==> src/rtl/if_inst_queue_pkg.sv <==
// ----------------------------------------------------------------------------
// if_inst_queue_pkg
// Shared pipeline definitions for the IF-to-ID instruction queue.
//   iq_entry_t        : one buffered beat {pc, inst, adef}
//   IQ_DEPTH_DEFAULT  : default queue depth
//   RESET_PC          : architectural reset PC of the core
//   pcMisaligned()    : instruction-address-fault test on a fetch PC
// ----------------------------------------------------------------------------
package if_inst_queue_pkg;

    localparam int          IQ_DEPTH_DEFAULT = 4;
    localparam logic [31:0] RESET_PC         = 32'h1c00_0000;

    typedef struct packed {
        logic [31:0] pc;
        logic [31:0] inst;
        logic        adef;
    } iq_entry_t;

    localparam int IQ_ENTRY_W = $bits(iq_entry_t);

    // Instructions are word aligned; any low PC bit set is an address fault.
    function automatic logic pcMisaligned(input logic [31:0] pc);
        return pc[1:0] != 2'b00;
    endfunction

endpackage

==> src/rtl/if_inst_queue_sync_fifo.sv <==
// ----------------------------------------------------------------------------
// sync_fifo_reg
// Generic register-based circular FIFO.
// Ports:
//   clk      : clock, rising edge
//   resetn   : asynchronous active-low reset (pointers and count only)
//   i_clear  : synchronous clear, wins over push and pop
//   i_push   : write i_wdata at tail (ignored when full)
//   i_pop    : retire head entry (ignored when empty)
//   i_wdata  : write data
//   o_rdata  : head entry, read combinationally
//   o_count  : occupancy, 0..DEPTH
//   o_full   : occupancy equals DEPTH
//   o_empty  : occupancy equals 0
// ----------------------------------------------------------------------------
module sync_fifo_reg #(
    parameter  int WIDTH = 65,
    parameter  int DEPTH = 4,
    localparam int PTR_W = $clog2(DEPTH),
    localparam int CNT_W = PTR_W + 1
) (
    input  logic             clk,
    input  logic             resetn,
    input  logic             i_clear,
    input  logic             i_push,
    input  logic             i_pop,
    input  logic [WIDTH-1:0] i_wdata,
    output logic [WIDTH-1:0] o_rdata,
    output logic [CNT_W-1:0] o_count,
    output logic             o_full,
    output logic             o_empty
);

    logic [WIDTH-1:0] r_mem [DEPTH];
    logic [PTR_W-1:0] r_head;
    logic [PTR_W-1:0] r_tail;
    logic [CNT_W-1:0] r_count;

    logic w_full;
    logic w_empty;
    logic w_doPush;
    logic w_doPop;

    assign w_full   = (r_count == CNT_W'(DEPTH));
    assign w_empty  = (r_count == '0);
    // A full FIFO does not accept a write even if it is popped in the same
    // cycle, so the push qualifier looks only at the registered count.
    assign w_doPush = i_push && !w_full  && !i_clear;
    assign w_doPop  = i_pop  && !w_empty && !i_clear;

    // Pointer and occupancy state. DEPTH is a power of two so the pointers
    // wrap on their own; the count is one bit wider to represent "full".
    always_ff @(posedge clk or negedge resetn) begin
        if (!resetn) begin
            r_head  <= '0;
            r_tail  <= '0;
            r_count <= '0;
        end else if (i_clear) begin
            r_head  <= '0;
            r_tail  <= '0;
            r_count <= '0;
        end else begin
            if (w_doPush) begin
                r_tail <= r_tail + PTR_W'(1);
            end
            if (w_doPop) begin
                r_head <= r_head + PTR_W'(1);
            end
            if (w_doPush && !w_doPop) begin
                r_count <= r_count + CNT_W'(1);
            end else if (w_doPop && !w_doPush) begin
                r_count <= r_count - CNT_W'(1);
            end
        end
    end

    // Entry storage carries no reset; stale data is masked by the count.
    always_ff @(posedge clk) begin
        if (w_doPush) begin
            r_mem[r_tail] <= i_wdata;
        end
    end

    assign o_rdata = r_mem[r_head];
    assign o_count = r_count;
    assign o_full  = w_full;
    assign o_empty = w_empty;

endmodule

==> src/rtl/if_inst_queue.sv <==
// ----------------------------------------------------------------------------
// if_inst_queue
// Decode-side instruction queue between the fetch stage and ID.
// Ports:
//   clk, resetn  : clock / asynchronous active-low reset
//   fs2ds_valid  : fetch presents a beat {inst, fs_pc}
//   inst, fs_pc  : fetched instruction and its PC
//   ds_allowin   : queue can take a beat this cycle
//   flush        : redirect, drops all contents and the incoming beat
//   iq_valid     : head entry valid
//   iq_inst      : head instruction
//   iq_pc        : head PC
//   iq_adef      : head PC misaligned
//   id_ready     : decode consumes the head this cycle
//   iq_count     : current occupancy
// ----------------------------------------------------------------------------
module if_inst_queue
    import if_inst_queue_pkg::*;
#(
    parameter int DEPTH = IQ_DEPTH_DEFAULT
) (
    input  logic                     clk,
    input  logic                     resetn,
    input  logic                     fs2ds_valid,
    input  logic [31:0]              inst,
    input  logic [31:0]              fs_pc,
    output logic                     ds_allowin,
    input  logic                     flush,
    output logic                     iq_valid,
    output logic [31:0]              iq_inst,
    output logic [31:0]              iq_pc,
    output logic                     iq_adef,
    input  logic                     id_ready,
    output logic [$clog2(DEPTH):0]   iq_count
);

    localparam int CNT_W = $clog2(DEPTH) + 1;

    iq_entry_t        w_wrEntry;
    iq_entry_t        w_rdEntry;
    logic [CNT_W-1:0] w_count;
    logic             w_full;
    logic             w_empty;
    logic             w_push;
    logic             w_pop;

    assign w_wrEntry.pc   = fs_pc;
    assign w_wrEntry.inst = inst;
    assign w_wrEntry.adef = pcMisaligned(fs_pc);

    // ds_allowin is formed from registered state and flush only, keeping the
    // fetch-side ready free of any path from fetch or decode handshakes.
    assign ds_allowin = !w_full || flush;
    assign w_push     = fs2ds_valid && ds_allowin && !flush;
    assign w_pop      = !w_empty && id_ready && !flush;

    sync_fifo_reg #(
        .WIDTH (IQ_ENTRY_W),
        .DEPTH (DEPTH)
    ) u_fifo (
        .clk     (clk),
        .resetn  (resetn),
        .i_clear (flush),
        .i_push  (w_push),
        .i_pop   (w_pop),
        .i_wdata (w_wrEntry),
        .o_rdata (w_rdEntry),
        .o_count (w_count),
        .o_full  (w_full),
        .o_empty (w_empty)
    );

    assign iq_valid = !w_empty;
    assign iq_inst  = w_rdEntry.inst;
    assign iq_pc    = w_rdEntry.pc;
    assign iq_adef  = w_rdEntry.adef;
    assign iq_count = w_count;

endmodule

==> config.mk <==
export PLATFORM = sky130hd
export DESIGN_NAME = if_inst_queue
export DESIGN_NICKNAME = d
export VERILOG_FILES = /design/src/rtl/if_inst_queue_pkg.sv /design/src/rtl/if_inst_queue_sync_fifo.sv /design/src/rtl/if_inst_queue.sv
export SDC_FILE = /design/constraint.sdc
export NUM_CORES = 1
export LEC_CHECK = 0
export CORE_UTILIZATION = 35
export DETAILED_ROUTE_END_ITERATION = 6
export PLACE_DENSITY = 0.6
export SYNTH_ARGS = -nofsm -noshare
export SYNTH_HDL_FRONTEND = slang
export SYNTH_SLANG_ARGS = --single-unit
export TNS_END_PERCENT = 10
==> constraint.sdc <==
create_clock -name clk -period 3.4 [get_ports clk]
set_input_delay 0.85 -clock clk [delete_from_list [all_inputs] [get_ports clk]]
set_output_delay 0.85 -clock clk [all_outputs]
set_load 0.01 [all_outputs]
; Word level (Yosys, flattened, before mapping)
; Memory sizes are Yosys's and may differ from the RTL's.
; Cells that the tools add are included.
[classes]
addsub = 4
eq_ne = 1
n_mux = 9
reduce_logical = 21
[ops]
columns = op, n
row1 = 1-bit logical AND, 10
row2 = 3-bit two-way mux, 3
row3 = 2-bit two-way mux, 4
row4 = 2-bit nonzero test, 3
row5 = 1-bit zero test, 5
row6 = "2-bit by 1-bit adder with 2-bit output, second input constant", 2
row7 = "3-bit by 1-bit adder with 3-bit output, second input constant", 1
row8 = "3-bit equality test, second input constant", 1
row9 = 3-bit zero test, 1
row10 = 3-bit nonzero test, 1
row11 = "3-bit by 1-bit subtractor with 3-bit output, second input constant", 1
row12 = 1-bit two-way mux, 2
row13 = 1-bit logical OR, 1
[totals]
ff_bits = 7
ramBits = 260
in_bits = 69
out_inout_bits = 70
elab_cells = 39
mem_count = 1
[memory_table]
columns = name, depth, word_bits, read_ports, rd_ports_with_merged_regs, write_ports, line_no
row1 = u_fifo.r_mem, 4, 65, 1, 0, 1, if_inst_queue_sync_fifo.sv:34  ; logic [WIDTH-1:0] r_mem [DEPTH];

; Depth between registers and ports, before layout
; Gate-level depths: netlist of run 1.
[logic_depth]
word_depth = 12
depth_mapped = 8
depth_no_buf = 7

; Hierarchy
; A second synthesis of run 1 with hierarchy kept.
[hier_totals]
cells_unflattened = 405
area_unflattened_um2 = 9980.8
[by_module_without_submodules]
columns = mod, instances, cells_each, area_each_um2, seq_area_each_um2
row1 = sync_fifo_reg, 1, 400, 9939.5, 7982.7
row2 = if_inst_queue, 1, 5, 41.3, 0.0

; Worst setup path after synthesis of run 1
; No wires, ideal clock.
[synth_timing]
path_kind = in2reg
from = in fs2ds_valid
to = mem u_fifo.r_mem[2][0] (enable)
setup_time_ns = 0.430
arrival_time_ns = 3.025
required_ns = 2.970
setup_slack_ns = -0.055
stages = 4
n_path_buf = 1
path_cell_list = buf_2 > inv_1 > nor3_1 > and2_1
[synth_between]
elab_chain_len = 6
[synth_rtl]
columns = element, line_no
row1 = "start, declared", if_inst_queue.sv:24  ; input logic fs2ds_valid,
row2 = 1-bit logical AND (2 in a row), if_inst_queue.sv:54  ; assign w_push = fs2ds_valid && ds_allowin && !flush;
row3 = 1-bit logical AND (2 in a row), if_inst_queue_sync_fifo.sv:48  ; assign w_doPush = i_push && !w_full && !i_clear;
row4 = 1-bit two-way mux, if_inst_queue_sync_fifo.sv:79  ; if (w_doPush) begin
row5 = 1-bit two-way mux (implied by the code), if_inst_queue_sync_fifo.sv:80  ; r_mem[r_tail] <= i_wdata;
row6 = "end, declared", if_inst_queue_sync_fifo.sv:34
; Every way passes these cells.

; Worst setup path in the final report of run 1
[layout_timing]
from = reg u_fifo.r_head[0]
to = out iq_inst[7]
[layout_between]
elab_chain_len = 1
[layout_rtl]
columns = element, line_no
row1 = "start, declared", if_inst_queue_sync_fifo.sv:35  ; logic [PTR_W-1:0] r_head;
row2 = "start signal, assigned", if_inst_queue_sync_fifo.sv:67  ; r_head <= r_head + PTR_W'(1);
row3 = memory 4 x 65 bit, -
row4 = "end, declared", if_inst_queue.sv:30  ; output logic [31:0] iq_inst,
; Every way passes these cells.

==> results of run 1 <==
[per-layer routing]
| layer | vias to the layer above | track usage [%] | share of wire (%) |
|---|---|---|---|
| li1 | 2068 | - | - |
| met1 | 2421 | 17.33 | 44 |
| met2 | 109 | 22.57 | 50 |
| met3 | 29 | 2.347 | 4.6 |
| met4 | 0 | 3.766 | 1.9 |
| met5 | - | 0 | 0 |
[synth_stat cells (all sizes together), types with 2 or more instances]
library cell and count:
a21oi 5, nand3 2, nand2 2, mux2i 2, buf 18, nor2 4, xor2 2, nand2b 2
ha 4, mux4 65, nand3b 2, and2 5, o21ai 3, edfxtp 260, inv 6, dfrtp 7
clkbuf 3
[sequential cells by signal (all words and copies together) (netlist names)]
| name | count |
|---|---|
| u_fifo.o_count | 3 |
| u_fifo.r_head | 2 |
| u_fifo.r_mem | 260 |
| u_fifo.r_tail | 2 |
[per-stage QoR]
| stage | area (um^2) | TNS [ns] |
|---|---|---|
| floorplan | 10040 | -10.68 |
| global placement | 12000 | 0 |
| detailed placement | 12000 | 0 |
| CTS | 12900 | 0 |
| global route | 12900 | 0 |
| finish | 12900 | 0 |
[cell families after synthesis]
family / Yosys count / synth area share (%)
flops: 267 / 79.49
mux: 67 / 14.78
buf+inv: 27 / 2.018
compound gates: 17 / 1.196
simple gates: 25 / 1.557
xor+xnor: 3 / 0.2617
fa+ha+maj: 5 / 0.6978
[area by class of cell]
type	instances	area (um^2)	area share, %
well taps	378	473.0	3.665
repair buffers	153	1644	12.74
inverters	6	22.52	0.1745
clock buffers	40	754.5	5.846
flip-flops and latches	267	7990	61.92
multi-input cells	117	1867	14.47
clock inverters	10	153.9	1.193
[worst paths after layout]
path | from | to | cells after the start
max in group asynchronous | resetn | u_fifo.r_head[0] | 1
min in group clk | u_fifo.r_tail[1] | u_fifo.r_tail[1] | 2
min reg2reg | u_fifo.r_tail[1] | u_fifo.r_tail[1] | 2
min | resetn | u_fifo.o_count[2] | 1
max | u_fifo.r_head[0] | iq_inst[7] | 3
max reg2reg | u_fifo.o_count[2] | u_fifo.o_count[1] | 7
[power breakdown]
group	switching (uW)	total, uW	internal [uW]
Clock	1160	3000	1840
Sequential	98.8	3880	3780
Combinational	779	1880	1100
==> run summary, run 1 <==
Slowest cell on crit path -> mux4_2
Crit Path Max Fanout -> 43
die width -> 171.4 um
Yosys cell types -> 39
Final Hold Vio Count -> 0
most common cell after layout, fill and taps aside -> edfxtp_1
RSZ-0062 raised after global routing -> no
fmax -> 0.3056 GHz
Pre-antenna DRT Iters -> 4
final core utilization -> 46.07%
nets -> 646
grt ovf -> 0
number of synthesized flops with an enable pin -> 260
CP bufs+invs -> 2
CTS buffer count -> 27
status -> finished, final reports clean
delay-heaviest family, CP -> buffers and inverters
GRT Overall Usage -> 13.23%
first-pass GRT wire length -> 29.10 mm
Cell Pwr Density -> 678.8 nW/um^2
Post-Syn Area per Cell -> 24.43 um^2
max_slew headroom -> 72.23%
worst-skew pair later-pin latency -> 0.53 ns
dpl cells -> 921
CTS Hold Bufs -> 0
# fillers -> 2350
CP startpoint kind -> flop
share of layout cells above drive strength 1 -> 21.59%
Mapped Cells -> 411
ANT cells -> 0
Worst-Margin Slew -> 0.4060 ns
initial antenna violation count -> 0
ys async rst share -> 2.622%
Initial Utilization -> 35.85%
Detail Route Antenna Nets -> 0
HPWL after DPL -> 11.35 mm
DR iter-0 viols -> 289
syn nets -> 485
Top Ports -> 139
Cell Chain, Critical Path -> buf_12 > mux4_2 > clkdlybuf4s50_1
CTS Sinks -> 267
#FFs+latches synth -> 267
most frequent cells in the layout -> 260 x edfxtp_1, 138 x clkdlybuf4s50_1, 65 x mux4_2
Largest stage delay, worst path -> 0.58 ns
DIE AREA -> 29370 um^2
worst setup slack after layout -> 0.1280 ns
Routed WL -> 18.95 mm
LEAKAGE -> 0.004052 uW
Crit Path Class -> flop to output pin
worst-case clock buffer depth -> 3
vias post-DR -> 4627
CORE AREA -> 28010 um^2
CP endpoint kind -> output pin
port bufs -> 138
final hold slack -> 0.5824 ns
VDD IR max -> 0.0003044 V
vias in the first global route -> 5183
Synth top area share -> 77.75%
Seq/Total Area, Yosys -> 79.49%
Worst R2R Setup Slack -> 0.98 ns
clk slew on worst S/H paths -> 0.06 ns
Final setup viols -> 0
Pins Over Slew Limit -> 0
Root Buffer -> clkbuf_16
via/cell ratio -> 4.765
H-tree depth -> 1
Post-CTS Resized -> 0
max-cap viol count -> 0
final worst clock skew -> 0.02237 ns
Mapped Area -> 10040 um^2
ys flop type -> edfxtp_1
Wirelength per Cell -> 19.51 um
post-CTS setup buffer count -> 0
Overall Power -> 8760 uW
post-synth top area cell -> edfxtp_1
Synth area leaders -> edfxtp_1 78%, mux4_2 15%, dfrtp_1 1.7%
post-route minimum period -> 3.272 ns
CTS tree -> done
Final Cycle Share -> 96.24%
Post-route DRC -> 0
area delta synth->final -> 28.51%
HP Class -> input port to async pin
RePlAce Congestion -> 0.7391
Non-Filler Instances -> 971
Worst EP arrival -> 2.42 ns
# rows -> 61
largest net degree at the start of global routing -> 44
Die Y -> 171.4 um
DP Worst Slack -> 0.2398 ns
yosys warns -> 0
Worst EP required -> 2.55 ns
(Power assumes the default switching activity.)
==> inputs of run 2 (changes only) <==
--- a/config.mk
+++ b/config.mk
@@ -7,7 +7,7 @@
 export LEC_CHECK = 0
 export CORE_UTILIZATION = 35
 export DETAILED_ROUTE_END_ITERATION = 6
-export PLACE_DENSITY = 0.6
+export PLACE_DENSITY_LB_ADDON = 0.08
 export SYNTH_ARGS = -nofsm -noshare
 export SYNTH_HDL_FRONTEND = slang
 export SYNTH_SLANG_ARGS = --single-unit
==> run 2 against run 1 <==
Die area unchanged. Sequential share of layout area hardly changed. Routed wire length increased by 3.5%. Final cell count up 0.62%. First-iteration DRC count is 28% lower. Core utilization hardly changed. Hold slack lost 0.0052 ns. Global-route usage up 0.51 points. Clock skew fell by 0.013 ns. Count of clock-buffer cells in the layout unchanged. Combinational power about the same. Fmax up 1.9%. Critical path type unchanged. Largest cell class unchanged.
==> run summary, run 2 (synthesis results as in run 1) <==
status -> finished, final reports clean
Initial Utilization -> 35.85%
post-CTS setup buffer count -> 0
# rows -> 61
DR iter-0 viols -> 209
Post-route DRC -> 0
area delta synth->final -> 28.43%
Overall Power -> 8698 uW
worst setup slack after layout -> 0.1892 ns
VDD IR max -> 0.0003316 V
vias post-DR -> 4649
Comb pwr share -> 21.9%
Pins Over Slew Limit -> 0
Pre-antenna DRT Iters -> 4
first-pass GRT wire length -> 29.81 mm
DP Worst Slack -> 0.2202 ns
max reg flops -> 260
Die Y -> 171.4 um
switching share of power -> 24.15%
fmax -> 0.3114 GHz
Detail Route Antenna Nets -> 0
initial antenna violation count -> 0
NetSw -> 2100 uW
Root Buffer -> clkbuf_16
Worst EP arrival -> 2.36 ns
most common cell after layout, fill and taps aside -> edfxtp_1
CP endpoint kind -> output pin
Post-CTS Resized -> 0
H-tree depth -> 1
worst-case clock buffer depth -> 3
Crit Path Class -> flop to output pin
nets -> 649
CTS Sinks -> 267
final worst clock skew -> 0.009620 ns
grt ovf -> 0
Worst-Margin Slew -> 0.4475 ns
die width -> 171.4 um
RSZ-0062 raised after global routing -> no
Final Hold Vio Count -> 0
DIE AREA -> 29370 um^2
Crit Path Max Fanout -> 33
TNS Setup -> 0 ns
LEAKAGE -> 0.004052 uW
Top Ports -> 139
Design Area, Final -> 12900 um^2
CTS tree -> done
Area after DPL -> 11990 um^2
Flop pwr share -> 44.5%
via/cell ratio -> 4.758
Wirelength per Cell -> 20.08 um
Most flops, register -> u_fifo.r_mem
internal power -> 6598 uW
CTS buffer count -> 29
share of layout cells above drive strength 1 -> 22.41%
Cell Pwr Density -> 674.4 nW/um^2
Final Cycle Share -> 94.44%
vias in the first global route -> 5111
CP startpoint kind -> flop
port bufs -> 138
RePlAce Congestion -> 0.7389
HPWL after DPL -> 11.57 mm
CTS Hold Bufs -> 0
largest net degree at the start of global routing -> 35
max_slew headroom -> 70.17%
clock share of power -> 33.6%
HP Class -> input port to async pin
CORE AREA -> 28010 um^2
Worst EP required -> 2.55 ns
clk slew on worst S/H paths -> 0.06 ns
worst-skew pair later-pin latency -> 0.53 ns
Final setup viols -> 0
Routed WL -> 19.61 mm
most frequent cells in the layout -> 260 x edfxtp_1, 138 x clkdlybuf4s50_1, 65 x mux4_2
max-cap viol count -> 0
GRT Overall Usage -> 13.74%
post-route minimum period -> 3.211 ns
run 2: changes by cell type in the layout (fill, tap and decap cells not counted), moves of 2 or more:
cell / change
bufinv_16: -3
clkinv_2: +3
buf_4: +2
clkbuf_1: -2
clkbuf_16: +2
clkinvlp_4: +2
run 2: worst paths after layout:
path / start / end / slack (ns) / cells after the start
max reg2reg: u_fifo.o_count[2] / u_fifo.o_count[1] / 0.90 / 7
max: u_fifo.r_head[0] / iq_pc[21] / 0.19 / 3
max in group asynchronous: resetn / u_fifo.r_head[0] / 2.54 / 1
min: resetn / u_fifo.r_tail[1] / 0.58 / 1
min reg2reg: u_fifo.r_tail[0] / u_fifo.r_tail[0] / 0.61 / 2
min in group clk: u_fifo.r_tail[0] / u_fifo.r_tail[0] / 0.61 / 2
run 2: layer usage:
layer / vias up / routed length, um / track usage [%]
met4: 0 / 344 / 3.610
met2: 105 / 10000 / 24.04
li1: 2084 / - / -
met3: 30 / 921 / 2.600
met5: - / 0 / 0
met1: 2430 / 8347 / 17.50
run 2: power groups by stage:
stage	sequential, uW	combinational, uW	clock, uW
after floorplan	3900	1140	0
after global placement	3930	1950	0
after detailed placement	3940	1950	0
after CTS	3880	1960	3010
after global routing	3890	2050	3120
final	3870	1900	2920
run 2: layout make-up:
class / count / area (um^2)
inverter: 6 / 22.52
multi-input combinational: 117 / 1867
clock inverter: 14 / 106.4
timing repair buffer: 154 / 1639
fill: 2434 / 15110
antenna: 1 / 2.502
sequential: 267 / 7990
clock buffer: 40 / 797.0
tap: 378 / 473.0
run 2: critical path, stage by stage, from the launching register on:
cell and delay, ns:
dfrtp_4 0.44, buf_12 0.29, mux4_2 0.58, clkdlybuf4s50_1 0.51
run 2: metrics by stage:
stage / hold WS [ns] / instances / utilization [%]
4_1_cts: 0.5643 / 976 / 46.04
3_3_place_gp: 0.6312 / 922 / 42.81
2_1_floorplan: 0.5544 / 411 / -
5_1_grt: 0.5874 / 976 / 46.04
3_5_place_dp: 0.6071 / 922 / 42.81
6_report: 0.5772 / 977 / 46.04
==> inputs of run 3 (changes only) <==
--- a/config.mk
+++ b/config.mk
@@ -7,6 +7,7 @@
 export LEC_CHECK = 0
 export CORE_UTILIZATION = 35
 export DETAILED_ROUTE_END_ITERATION = 6
+export HOLD_SLACK_MARGIN = 0.08
 export PLACE_DENSITY_LB_ADDON = 0.08
 export SYNTH_ARGS = -nofsm -noshare
 export SYNTH_HDL_FRONTEND = slang
==> results of run 3 <==
The final DEF is identical to that of run 2; final timing and power are the same.
